--- src/rtl/cg_tlb_fully_associative.sv ---
// Fully-associative Sv39-style TLB with one outstanding miss to a page-table walker.
// Hits return {PPN, offset} one cycle after the lookup; misses raise o_tlb_miss
// until the PTW refill arrives, then install the entry round-robin and return it.
// Optional macro CG_TLB_ASID_EN: when defined, entries carry an ASID and a hit also
// needs the ASID to match; when undefined, i_asid is ignored and no ASID is stored.
//
// Handshake: i_vaddr_valid is a one-cycle request sampled only in IDLE;
// o_paddr_valid is a one-cycle pulse per translation; o_tlb_miss is a level held
// until the cycle after i_ptw_valid, which is honoured only while a miss is pending.
module cg_tlb_fully_associative #(
    parameter int VADDR_WIDTH = 39,
    parameter int PADDR_WIDTH = 56,
    parameter int ASID_WIDTH  = 16,
    parameter int ENTRIES     = 8
) (
    input  logic                   i_clk,
    input  logic                   i_rst,
    input  logic                   i_vaddr_valid,
    input  logic [VADDR_WIDTH-1:0] i_vaddr,
    input  logic [ASID_WIDTH-1:0]  i_asid,
    output logic                   o_paddr_valid,
    output logic [PADDR_WIDTH-1:0] o_paddr,
    output logic                   o_tlb_miss,
    output logic [VADDR_WIDTH-1:0] o_tlb_miss_vaddr,
    input  logic                   i_ptw_valid,
    input  logic [PADDR_WIDTH-1:0] i_ptw_paddr,
    output logic                   o_dbg_state
);

    localparam int VPN_W = VADDR_WIDTH - 12;
    localparam int PPN_W = PADDR_WIDTH - 12;
    localparam int PTR_W = $clog2(ENTRIES);

    typedef enum logic {
        S_IDLE = 1'b0,
        S_MISS = 1'b1
    } state_t;

    state_t             state;
    logic [PTR_W-1:0]   repl_ptr;
    logic [ENTRIES-1:0] ent_valid;
    logic [VPN_W-1:0]   ent_vpn [ENTRIES];
    logic [PPN_W-1:0]   ent_ppn [ENTRIES];
`ifdef CG_TLB_ASID_EN
    logic [ASID_WIDTH-1:0] ent_asid [ENTRIES];
    logic [ASID_WIDTH-1:0] miss_asid;
`endif

    logic [ENTRIES-1:0] match;
    logic               hit;
    logic [PPN_W-1:0]   hit_ppn;
    logic               unused_bits;

    // Page offset of the PTW address is replaced by the request's own offset.
`ifdef CG_TLB_ASID_EN
    assign unused_bits = ^i_ptw_paddr[11:0];
`else
    assign unused_bits = ^{i_asid, i_ptw_paddr[11:0]};
`endif

    assign o_dbg_state = state;

    // Parallel tag compare of the request against every valid entry.
    always_comb begin
        match = '0;
        for (int i = 0; i < ENTRIES; i++) begin
`ifdef CG_TLB_ASID_EN
            match[i] = ent_valid[i] && (ent_vpn[i] == i_vaddr[VADDR_WIDTH-1:12])
                       && (ent_asid[i] == i_asid);
`else
            match[i] = ent_valid[i] && (ent_vpn[i] == i_vaddr[VADDR_WIDTH-1:12]);
`endif
        end
    end

    // Select the matching PPN; scanning downwards lets the lowest index win.
    always_comb begin
        hit     = 1'b0;
        hit_ppn = '0;
        for (int i = ENTRIES - 1; i >= 0; i--) begin
            if (match[i]) begin
                hit     = 1'b1;
                hit_ppn = ent_ppn[i];
            end
        end
    end

    // Lookup/refill FSM, entry storage and registered outputs.
    always_ff @(posedge i_clk or posedge i_rst) begin
        if (i_rst) begin
            state            <= S_IDLE;
            repl_ptr         <= '0;
            ent_valid        <= '0;
            o_paddr_valid    <= 1'b0;
            o_paddr          <= '0;
            o_tlb_miss       <= 1'b0;
            o_tlb_miss_vaddr <= '0;
            for (int i = 0; i < ENTRIES; i++) begin
                ent_vpn[i] <= '0;
                ent_ppn[i] <= '0;
`ifdef CG_TLB_ASID_EN
                ent_asid[i] <= '0;
`endif
            end
`ifdef CG_TLB_ASID_EN
            miss_asid <= '0;
`endif
        end else begin
            o_paddr_valid <= 1'b0;
            case (state)
                S_IDLE: begin
                    if (i_vaddr_valid) begin
                        if (hit) begin
                            o_paddr_valid <= 1'b1;
                            o_paddr       <= {hit_ppn, i_vaddr[11:0]};
                        end else begin
                            o_tlb_miss       <= 1'b1;
                            o_tlb_miss_vaddr <= i_vaddr;
`ifdef CG_TLB_ASID_EN
                            miss_asid        <= i_asid;
`endif
                            state            <= S_MISS;
                        end
                    end
                end
                S_MISS: begin
                    if (i_ptw_valid) begin
                        ent_valid[repl_ptr] <= 1'b1;
                        ent_vpn[repl_ptr]   <= o_tlb_miss_vaddr[VADDR_WIDTH-1:12];
                        ent_ppn[repl_ptr]   <= i_ptw_paddr[PADDR_WIDTH-1:12];
`ifdef CG_TLB_ASID_EN
                        ent_asid[repl_ptr]  <= miss_asid;
`endif
                        // Power-of-two depth makes the natural wrap round-robin.
                        repl_ptr      <= repl_ptr + 1'b1;
                        o_paddr_valid <= 1'b1;
                        o_paddr       <= {i_ptw_paddr[PADDR_WIDTH-1:12], o_tlb_miss_vaddr[11:0]};
                        o_tlb_miss    <= 1'b0;
                        state         <= S_IDLE;
                    end
                end
                default: state <= S_IDLE;
            endcase
        end
    end

endmodule

--- config.mk ---
export PLATFORM = sky130hd
export DESIGN_NAME = cg_tlb_fully_associative
export DESIGN_NICKNAME = d
export VERILOG_FILES = /design/src/rtl/cg_tlb_fully_associative.sv
export SDC_FILE = /design/constraint.sdc
export NUM_CORES = 2
export LEC_CHECK = 0
export CAP_MARGIN = 20
export CORE_UTILIZATION = 55
export DETAILED_ROUTE_END_ITERATION = 8
export PLACE_DENSITY = 0.77
export SLEW_MARGIN = 20
export SYNTH_ARGS = -nofsm -noshare
export SYNTH_HDL_FRONTEND = slang
export SYNTH_SLANG_ARGS = --single-unit
--- constraint.sdc ---
create_clock -name i_clk -period 49.7 [get_ports i_clk]
set_clock_uncertainty 0.2 [all_clocks]
set_input_delay 7.455 -clock i_clk [delete_from_list [all_inputs] [get_ports i_clk]]
set_output_delay 7.455 -clock i_clk [all_outputs]
set_load 0.02 [all_outputs]
# Word-level counts from Yosys, hierarchy flattened
# Cells that the tools add are included.
# op_classes
n_bitwise	4
reduce_logical	14
n_mux	40
order_cmp	4
n_eq_ne	12
n_addsub	1
# ops
op	n
two-way mux 44 bit	9
bitwise mux 352 bit	1
bitwise mux 216 bit	1
equality test 27 bit	8
two-way mux 56 bit	3
demux 44 bit (select 3 bit)	1
one-hot mux 56 bit (2 select lines)	1
demux 27 bit (select 3 bit)	1
two-way mux 27 bit	1
two-way mux 1 bit	18
logical AND 1 bit	10
AND reduction 3 bit	3
!= test 2 bit, second input constant	4
OR 8 bit	1
one-hot mux 1 bit (2 select lines)	3
greater-or-equal comparator 4 bit, second input constant	1
< comparator 3 x 4 -> 1 bit, second input constant	1
< comparator 4 x 1 -> 1 bit, second input constant	1
inverter 3 -> 4 bit	1
adder 3 x 1 -> 3 bit, second input constant	1
demux 1 bit (select 3 bit)	1
greater-or-equal comparator 3 x 1 -> 1 bit, second input constant	1
inverter 1 bit	2
AND reduction 2 bit	1
# totals
inputBits	115
ff_bits	677
output_inout_bits	98

# Depth between registers and ports, before layout
# depth
depth_word	13
depth_mapped	12
mapped_depth_nobuf	8

# Worst setup path after synthesis
# No wires, ideal clock.
# synth_path
kind	input -> register
from	in i_vaddr[33]
to	reg o_paddr[53]
n_path_buf	3
path_stages	11
arrival_ns	9.665
t_required_ns	49.375
setup_ns	0.125
path_slack_ns	39.711
path_cell_list	buf_4 > xnor2_1 > nand4_1 > or4_4 > nor3_4 > or4_4 > nor3_2 > o21ai_2 > buf_6 > buf_6 > mux2_2
# synth_between
elab_chain_len	13
elab_cells_between_ends	37
classes_between	eq/ne: 9; mux: 19; reduce/logical: 9
# synth_rtl
element	line	source
start: declaration	19	input logic [VADDR_WIDTH-1:0] i_vaddr,
equality test 27 bit	71	match[i] = ent_valid[i] && (ent_vpn[i] == i_vaddr[VADDR_WIDTH-1:12]);
logical AND 1 bit	71	
two-way mux 44 bit (8 in series)	81	if (match[i]) begin
two-way mux 56 bit	113	if (hit) begin
two-way mux 56 bit	112	if (i_vaddr_valid) begin
one-hot mux 56 bit (2 select lines)	110	case (state)
end signal: assignment	115	o_paddr <= {hit_ppn, i_vaddr[11:0]};
end signal: assignment	137	o_paddr <= {i_ptw_paddr[PADDR_WIDTH-1:12], o_tlb_miss_vaddr[11:0]};
end: declaration	22	output logic [PADDR_WIDTH-1:0] o_paddr,
# Several ways; a longest one is shown, not always the timed one. The select of a mux whose other input is x is not followed.
# A chain may end at the register's enable or synchronous reset.

# Worst setup path in the final report
# layout_path
from	in i_vaddr[35]
to	reg o_paddr[55]
# The elaborated chain is that of the path after synthesis.

==> flow_metrics.env <==
export IMPL_min_period_over_period_pct=25.5
export IMPL_final_setup_tns_ns=0
export IMPL_status="complete, no violations"
export IMPL_hold_slack_ns=0.267
export IMPL_power_leakage_nw=15.2
export IMPL_syn_instance_count=2503
export IMPL_cts_max_level=3
export IMPL_dieArea_um2=58400
export IMPL_setup_viol=0
export IMPL_overflow=0
export IMPL_cp_arrival_ns=12.96
export IMPL_max_cap_violations=0
export IMPL_grt_pass1_vias=22249
export IMPL_ctsResizeCount=0
export IMPL_clk_path_buf_depth=3
export IMPL_antenna_found_initial=4
export IMPL_ys_types=48
export IMPL_dpl_cell_area_um2=33900
export IMPL_drc=0
export IMPL_cts_buffers_inserted=72
export IMPL_dp_cells=3292
export IMPL_finalPower_mw=2.05
export IMPL_final_cells=3430
export IMPL_final_area_um2=36400
export IMPL_grt_pass1_wl_um=132000
export IMPL_die_w_um=242
export IMPL_max_freq_ghz=0.0789
export IMPL_start_util_pct=55.8
export IMPL_path_cells="clkdlybuf4s50_1 -> xnor2_1 -> nand4_1 -> nor4_1 -> nand4_1 -> nand2_2 -> buf_4 -> nor3_2 -> o21ai_4 -> buf_4 -> mux2_2"
export IMPL_ios=213
export IMPL_grt_total_usage_pct=29.2
export IMPL_dr_pass1_iters=7
export IMPL_worstSetupPathType="in2reg"
export IMPL_max_slew_worst_pin_slew_ns=1.13
export IMPL_end_kind="flop"
export IMPL_slew_headroom_pct=24.8
export IMPL_path_max_fanout=45
export IMPL_fin_crit_ns=12.67
export IMPL_cts_hold_buf=0
export IMPL_hp_class="reg2reg"
export IMPL_pwr_density_cell_nw_per_um2=56.4
export IMPL_cts_sinks=677
export IMPL_worstPathRequired_ns=50.00
export IMPL_numPortBuffers=184
export IMPL_die_h_um=242
export IMPL_drt_iter0_drc=1615
export IMPL_startpoint_type="input port"
export IMPL_routed_via_density=6.22
export IMPL_wl_per_cell_um=24.5
export IMPL_ys_ff_latch=677
export IMPL_final_common_cell="dfrtp_1"
export IMPL_drv_slew=0
export IMPL_fin_ws_ns=37.03
export IMPL_layout_common_cells="676 x dfrtp_1, 646 x mux2_2, 184 x clkdlybuf4s50_1"
export IMPL_final_util_pct=64.3
export IMPL_cpPeakStageDelay_ns=1.00
export IMPL_rows=87
export IMPL_postCtsSetupBuffers=0
export IMPL_cpMaxStageDelayCell="clkdlybuf4s50_1"
export IMPL_syn_num_nets=2619
export IMPL_drtAntennaViolNets=0
export IMPL_vdd_ir_drop_max_mv=0.0403
export IMPL_holdPathStages=1
export IMPL_drt_wl_total_um=84200
export IMPL_dpl_worst_slack_ns=36.52
export IMPL_cts_root_buf="clkbuf_16"
export IMPL_syn_cell_area_um2=31600
export IMPL_rsz0062_at_grt="false"
export IMPL_syn2layout_area_growth_pct=15.2
export IMPL_clock_latency_ns=0.63
export IMPL_hold_viol=0
export IMPL_syn_avg_cell_area_um2=12.6
export IMPL_grt_max_degree=203
export IMPL_dp_hpwl_um=47700
export IMPL_cts_tree="built"
export IMPL_nets=2730
export IMPL_vias=21335
export IMPL_rr_worst_depth=10
export IMPL_synth_warnings=0
export IMPL_layout_drive_gt1_share_pct=31.6
export IMPL_coreArea_um2=56600
export IMPL_globalplace_congestion=0.851
export IMPL_yosysSeqAreaShare_pct=53.6
export IMPL_clk_pin_slew_ns=0.06
Yosys cell counts (all sizes together):
cell type | n | share of area (%)
inv | 5 | 0.059
xor2 | 48 | 1.3
clkbuf | 125 | 1.5
and4 | 1 | 0.028
or2 | 8 | 0.16
and3 | 2 | 0.040
or4 | 4 | 0.12
mux2 | 673 | 24
o31ai | 44 | 1.0
or3 | 1 | 0.020
dfrtp | 677 | 54
a22oi | 43 | 1.0
ha | 1 | 0.040
nor2 | 51 | 0.61
nor3 | 51 | 0.86
o22ai | 44 | 0.87
o21bai | 1 | 0.024
xnor2 | 170 | 4.7
a2111oi | 1 | 0.028
o31a | 43 | 1.2
and2 | 5 | 0.099
o21ai | 5 | 0.091
nand3 | 90 | 1.4
o311a | 1 | 0.032
nand4 | 46 | 0.91
buf | 64 | 1.3
a31oi | 1 | 0.020
nor4 | 19 | 0.42
or3b | 1 | 0.028
nand2b | 5 | 0.099
o2111a | 1 | 0.036
a21o | 1 | 0.024
nor2b | 1 | 0.020
a311oi | 43 | 1.2
nand2 | 184 | 2.2
a21oi | 43 | 0.68
layout make-up:
class / instances / area [µm²]
well taps: 756 / 946
repair buffers: 226 / 2260
diodes: 2 / 5.00
inverters: 5 / 26.3
clock buffers: 111 / 2130
clock inverters: 21 / 263
multi-input cells: 1632 / 13800
flip-flops and latches: 677 / 16900
fillers: 4186 / 20200
flip-flops by register name, summed over array words and instances, names as in the netlist:
name	cells
ent_valid	8
ent_ppn	352
o_paddr_valid	1
repl_ptr	3
o_tlb_miss_vaddr	39
o_tlb_miss	1
o_dbg_state	1
o_paddr	56
ent_vpn	216
layer usage:
layer  routed length [µm]  part of all wire, %  track usage [%]
met1                34700                   41             39.5
met2                40400                   48             47.5
met3                 6640                  7.9             5.75
met4                 2340                  2.8             9.74
met5                   21                0.025                0
critical path, delay by kind of cell:
| family | cells | cell delay, ns |
|---|---|---|
| AOI/OAI and AO/OA | 1 | 0.83 |
| xor gates and xnor gates | 1 | 0.20 |
| buffers and inverters | 3 | 2.31 |
| muxes | 1 | 0.41 |
| and+or+nand+nor | 5 | 1.72 |
power breakdown:
part / switching [mW] / leakage (nW) / internal, mW / total, mW
logic: 0.214 / 5.63 / 0.321 / 0.535
registers: 0.175 / 8.40 / 0.801 / 0.975
clock network: 0.225 / 1.17 / 0.318 / 0.543
cells by family after synthesis:
logic type,after synthesis,share of synthesized area [%]
multiplexers,673,24.1
AND/OR/NAND/NOR,469,7.03
AO/OA/AOI/OAI,271,6.26
buffers and inverters,194,2.88
adder cells (fa/ha/maj),1,0.0396
XOR/XNOR,218,6.05
flip-flops,677,53.6
worst paths after layout:
check | endpoint | slack [ns] | startpoint
max reg2reg | o_paddr[14] | 44.50 | ent_vpn[135]
min in group asynchronous | o_paddr[46] | 7.14 | i_rst
max | o_paddr[55] | 37.03 | i_vaddr[35]
min | ent_valid[0] | 0.27 | ent_valid[0]
min reg2reg | ent_valid[0] | 0.27 | ent_valid[0]
max in group asynchronous | o_paddr[33] | 39.76 | i_rst
Power figures use the tool's default switching activity.
